File: src/rtl/cm_arbiter_hs.sv
// cm_arbiter_hs: weighted ready/valid arbiter with a committed grant and round-robin tie-break.
// Optional starvation override is enabled by defining CM_ARBITER_HS_STARVE_EN.

package cm_pkg;
  typedef enum logic {ARB_MIN = 1'b0, ARB_MAX = 1'b1} t_arb_algo;

  function automatic int sclog2(input int n);
    int r;
    r = 0;
    while ((1 << r) < n) r = r + 1;
    return (r < 1) ? 1 : r;
  endfunction
endpackage

module cm_arbiter_hs
  import cm_pkg::*;
#(
  parameter int        DCNT       = 4,
  parameter int        DWIDTH     = 8,
  parameter t_arb_algo ALGO       = ARB_MIN,
  parameter int        STARVE_LIM = 8,
  parameter int        IDX_WIDTH  = sclog2(DCNT)
) (
  input  logic                        i_clk,
  input  logic                        i_rst,
  input  logic [DCNT-1:0]             i_req,
  input  logic [DCNT-1:0][DWIDTH-1:0] i_weight,
  input  logic                        i_rdy,
  output logic                        o_vld,
  output logic [IDX_WIDTH-1:0]        o_gnt,
  output logic [DCNT-1:0]             o_gnt_oh,
  output logic [DWIDTH-1:0]           o_weight,
  output logic                        o_starve
);

  // state   | meaning
  // S_IDLE  | no grant outstanding, o_vld=0
  // S_GRANT | grant presented and held until i_rdy accepts it
  typedef enum logic {S_IDLE, S_GRANT} t_state;

  t_state               state;
  logic [IDX_WIDTH-1:0] rr;
  logic                 accept;
  logic [IDX_WIDTH-1:0] start_idx;
  logic [DCNT-1:0]      cand;
  logic                 sel_starve;
  logic                 sel_found;
  logic [IDX_WIDTH-1:0] sel_idx;
  logic [IDX_WIDTH-1:0] cur;
  logic [DWIDTH-1:0]    sel_w;
  logic [DCNT-1:0]      sel_oh;
  int                   scan;

  assign accept = (state == S_GRANT) && i_rdy;

  function automatic logic better(input logic [DWIDTH-1:0] a, input logic [DWIDTH-1:0] b);
    return (ALGO == ARB_MIN) ? (a < b) : (a > b);
  endfunction

  // On accept the scan starts just past the accepted index, so it can only win again if strictly better.
  always_comb begin
    start_idx = rr;
    if (accept) start_idx = (o_gnt == IDX_WIDTH'(DCNT-1)) ? '0 : o_gnt + 1'b1;
  end

  always_comb begin
    sel_found = 1'b0;
    sel_idx   = '0;
    sel_w     = '0;
    scan      = 0;
    cur       = '0;
    for (int k = 0; k < DCNT; k++) begin
      scan = int'(start_idx) + k;
      if (scan >= DCNT) scan = scan - DCNT;
      cur = IDX_WIDTH'(scan);
      if (cand[cur] && (!sel_found || better(i_weight[cur], sel_w))) begin
        sel_found = 1'b1;
        sel_idx   = cur;
        sel_w     = i_weight[cur];
      end
    end
  end

  assign sel_oh = {{(DCNT-1){1'b0}}, 1'b1} << sel_idx;

`ifdef CM_ARBITER_HS_STARVE_EN
  localparam int CW = sclog2(STARVE_LIM + 1);

  logic [DCNT-1:0][CW-1:0] cnt_q;
  logic [DCNT-1:0][CW-1:0] cnt_nxt;
  logic [DCNT-1:0]         starved;

  // Re-arbitration on accept must see the post-accept counts.
  always_comb begin
    cnt_nxt = cnt_q;
    starved = '0;
    for (int i = 0; i < DCNT; i++) begin
      if (accept) begin
        if (!i_req[i] || (o_gnt == IDX_WIDTH'(i))) cnt_nxt[i] = '0;
        else if (cnt_q[i] != CW'(STARVE_LIM))      cnt_nxt[i] = cnt_q[i] + 1'b1;
      end
      starved[i] = i_req[i] && (cnt_nxt[i] == CW'(STARVE_LIM));
    end
    sel_starve = |starved;
    cand       = sel_starve ? starved : i_req;
  end

  always_ff @(posedge i_clk) begin
    if (i_rst) cnt_q <= '0;
    else       cnt_q <= cnt_nxt;
  end
`else
  assign cand       = i_req;
  assign sel_starve = 1'b0;
`endif

  always_ff @(posedge i_clk) begin
    if (i_rst) begin
      state    <= S_IDLE;
      rr       <= '0;
      o_vld    <= 1'b0;
      o_gnt    <= '0;
      o_gnt_oh <= '0;
      o_weight <= '0;
      o_starve <= 1'b0;
    end else begin
      case (state)
        S_IDLE: begin
          if (|i_req) begin
            state    <= S_GRANT;
            o_vld    <= 1'b1;
            o_gnt    <= sel_idx;
            o_gnt_oh <= sel_oh;
            o_weight <= sel_w;
            o_starve <= sel_starve;
          end
        end
        S_GRANT: begin
          if (i_rdy) begin
            rr <= start_idx;
            if (|i_req) begin
              o_gnt    <= sel_idx;
              o_gnt_oh <= sel_oh;
              o_weight <= sel_w;
              o_starve <= sel_starve;
            end else begin
              state    <= S_IDLE;
              o_vld    <= 1'b0;
              o_gnt_oh <= '0;
              o_starve <= 1'b0;
            end
          end
        end
        default: state <= S_IDLE;
      endcase
    end
  end

endmodule

File: config.mk
export PLATFORM = sky130hd
export DESIGN_NAME = cm_arbiter_hs
export DESIGN_NICKNAME = d
export VERILOG_FILES = /design/src/rtl/cm_arbiter_hs.sv
export SDC_FILE = /design/constraint.sdc
export NUM_CORES = 1
export LEC_CHECK = 0
export BUFFER_PORTS_ARGS = -buffer_cell sky130_fd_sc_hd__buf_2
export CORE_MARGIN = 5
export CORE_UTILIZATION = 50
export DETAILED_ROUTE_END_ITERATION = 10
export PLACE_DENSITY = 0.76
export SLEW_MARGIN = 5
export SYNTH_ARGS = -nofsm -noshare
export SYNTH_HDL_FRONTEND = slang
export SYNTH_SLANG_ARGS = --single-unit
File: constraint.sdc
create_clock -name i_clk -period 8.99 [get_ports i_clk]
set_input_delay 2.697 -clock i_clk [delete_from_list [all_inputs] [get_ports i_clk]]
set_output_delay 2.697 -clock i_clk [all_outputs]
set_load 0.05 [all_outputs]
==> impl_metrics.tcl <==
set metrics [dict create \
    end_kind "register" \
    root_buffer "clkbuf_8" \
    drtIter0Drc 386 \
    cts_sinks 18 \
    grt_pass1_vias 3308 \
    wl_um 11400 \
    grt_use_met3 0.0288 \
    combPwrFrac 0.900 \
    synth_warnings 0 \
    area_growth_pct 54.7 \
    fin_crit_ns 9.08 \
    syn_area_um2 2860 \
    worstPathArrival_ns 9.21 \
    fmax_mhz 110 \
    switching_power_mw 0.972 \
    rows 27 \
    worstHoldStart "o_gnt_oh[1]$_SDFFE_PP0P_" \
    yosysMostFrequentCell "mux2i_1" \
    p_leak_nw 2.09 \
    max_stage_delay_ns 0.41 \
    grtUsageMet1 0.270 \
    fin_crit_sh 1.01 \
    hp-class "reg2reg" \
    seqPwrFrac 0.065 \
    cts_made_buffers 3 \
    overflow 0 \
    synthArstFlopShare 0 \
    synth_common_cells "57 x mux2i_1, 51 x nand2_1, 24 x nor2_1" \
    synth_cells 383 \
    worstSetupStartpointType "primary input" \
    met2_usage 0.453 \
    final_cell_area_um2 4430 \
    cts_tree "built" \
    fp.dieArea_um2 7340 \
    port_buffers 53 \
    clk_pin_slew_worst_paths_ns 0.07 \
    num-fill-cells 341 \
    ys_seq_area_frac 0.126 \
    clk_latency_ns 0.26 \
    synth_top_area_share 0.199 \
    synth_ff_type "dfxtp_1" \
    p_per_area_nw_per_um2 440 \
    htree_levels 1 \
    drt.antenna.violating_nets 0 \
    place_area_um2 3710 \
    synth_area_leaders "mux2i_1 20%, dfxtp_1 13%, ha_1 9.6%" \
    layout_setup_ws_ns -0.0873 \
    clkPwrFrac 0.036 \
    r2r_start "o_gnt[0]$_SDFFE_PP0P_" \
    synth-edff-count 0 \
    diodes 0 \
    ys_seq_elements 18 \
    synth_area_leader_cell "mux2i_1" \
    timing.final.hold_violations 0 \
    coreArea_um2 5540 \
    initial_core_util 0.516 \
    power.total_mw 1.95 \
    gp_congestion 0.963 \
    firstDrtPassIters 7 \
    cp_slowest_cell "o311a_4" \
    fin_util 0.799 \
    critical_path_class "in2reg" \
    die_w_um 85.7 \
    avgSynthCellArea_um2 7.47 \
    finalClockSkew_ns 0.00360 \
    busiest_layer "met2" \
    tns_ns -0.279 \
    drc 0 \
    slew_headroom 0.151 \
    status "finished with violations" \
    violations "setup timing" \
    grt_pass1_wl_um 14700 \
    setup_viol 5 \
    syn_nets 444 \
    grt_use_total 0.239 \
    cap_violations 0 \
    fin_nets 577 \
    critical_path.max_fanout 7 \
    ir_worst_vdd_mv 0.287 \
    via_count 3755 \
    worstPathRequired_ns 9.13 \
    grt_antenna_before_repair 0 \
    dieHeight_um 85.7 \
    drive_gt1_frac 0.441 \
    worst_pin_slew_ns 1.27 \
    switching_share 0.499 \
    synthDistinctLibCells 61 \
    grt_max_degree 22 \
    hpwl_um 7200 \
    intPower_mw 0.976 \
    startpoint "i_rdy" \
    io_pins 55 \
    cts.path.max_buffers 2 \
    vias_per_cell 6.40 \
    drv_slew 0 \
    wl_per_cell_um 19.5 \
]
## per-layer routing
metal	part of all wire	vias up
met3	0.073	88
met1	0.37	1752
li1	-	1678
met2	0.49	237
met4	0.066	0
met5	0	-
## sequential cells by signal (all words and copies together) (netlist names)
| name | flops |
|---|---|
| o_gnt | 2 |
| o_gnt_oh | 4 |
| o_weight | 8 |
| o_vld | 1 |
| rr | 2 |
| state | 1 |
## layout make-up
cell class	instances	area (um2)	area share
Multi-Input combinational cell	324	2740	0.619
Clock buffer	4	55.1	0.0124
Tap cell	72	90.1	0.0203
Inverter	19	71.3	0.0161
Sequential cell	18	360	0.0814
Timing Repair Buffer	150	1110	0.251
## final timing paths
check                                                 to  slack, ns  cells past startpoint
worst min register to register  o_gnt_oh[1]$_SDFFE_PP0P_       0.46                      2
worst max-delay path            o_weight[1]$_SDFFE_PP0P_      -0.09                     35
worst min-delay path            o_gnt_oh[1]$_SDFFE_PP0P_       0.46                      2
worst max register to register  o_weight[1]$_SDFFE_PP0P_       1.68                     35
## power groups by stage
| stage | Clock, mW | Sequential [mW] | Combinational (mW) |
|---|---|---|---|
| 6_report | 0.0693 | 0.126 | 1.75 |
| 4_1_cts | 0.0688 | 0.123 | 1.32 |
| 3_3_place_gp | 0 | 0.123 | 1.24 |
| 3_5_place_dp | 0 | 0.124 | 1.28 |
| 2_1_floorplan | 0 | 0.206 | 0.749 |
| 5_1_grt | 0.0737 | 0.129 | 1.84 |
## critical path, delay by kind of cell
kind | cells | cell delay, ns
adder cells (fa/ha/maj) | 3 | 0.83
buffers and inverters | 7 | 0.93
AO/OA/AOI/OAI | 14 | 3.03
AND/OR/NAND/NOR | 8 | 1.08
multiplexers | 3 | 0.62
## placed cells by master, fill, tap and decap left out, types with 5 or more instances in the layout
cell type and n:
mux2i_4 8, mux2i_1 40, dfxtp_1 18, ha_1 16, nand3_1 17, a211oi_2 5, mux2i_2 9, nor2b_1 7
nor2_1 20, o21ai_1 7, buf_2 52, a211o_1 5, a211oi_1 6, a21oi_1 19, buf_6 8, o21ai_0 10
nand2_1 49, buf_4 84, and3_1 5, a31oi_1 5, inv_1 17, nand2b_1 10
## what timing repair did
item,in CTS,in global routing
endpoints found under the setup margin,13,14
cloned,0,2
hold buffers,0,0
pin swaps,0,21
resized for setup,4,87
buffers inserted,1,19
## through the flow
step / cells / worst slack [ns] / hold slack, ns
after floorplan: 383 / 0.00755 / 0.600
after global placement: 562 / -0.118 / 0.437
after detailed placement: 562 / -0.387 / 0.441
after CTS: 567 / 0.0130 / 0.459
after global routing: 587 / -0.274 / 0.487
final: 587 / -0.0873 / 0.463
## kinds of logic after synthesis
kind of cell,synth area share
adder cells (fa/ha/maj),0.0962
multiplexers,0.211
other,0.00131
AO/OA/AOI/OAI,0.262
buffers and inverters,0.0656
AND/OR/NAND/NOR,0.238
flip-flops,0.126
No activity file was read; power rests on OpenSTA's default activity.
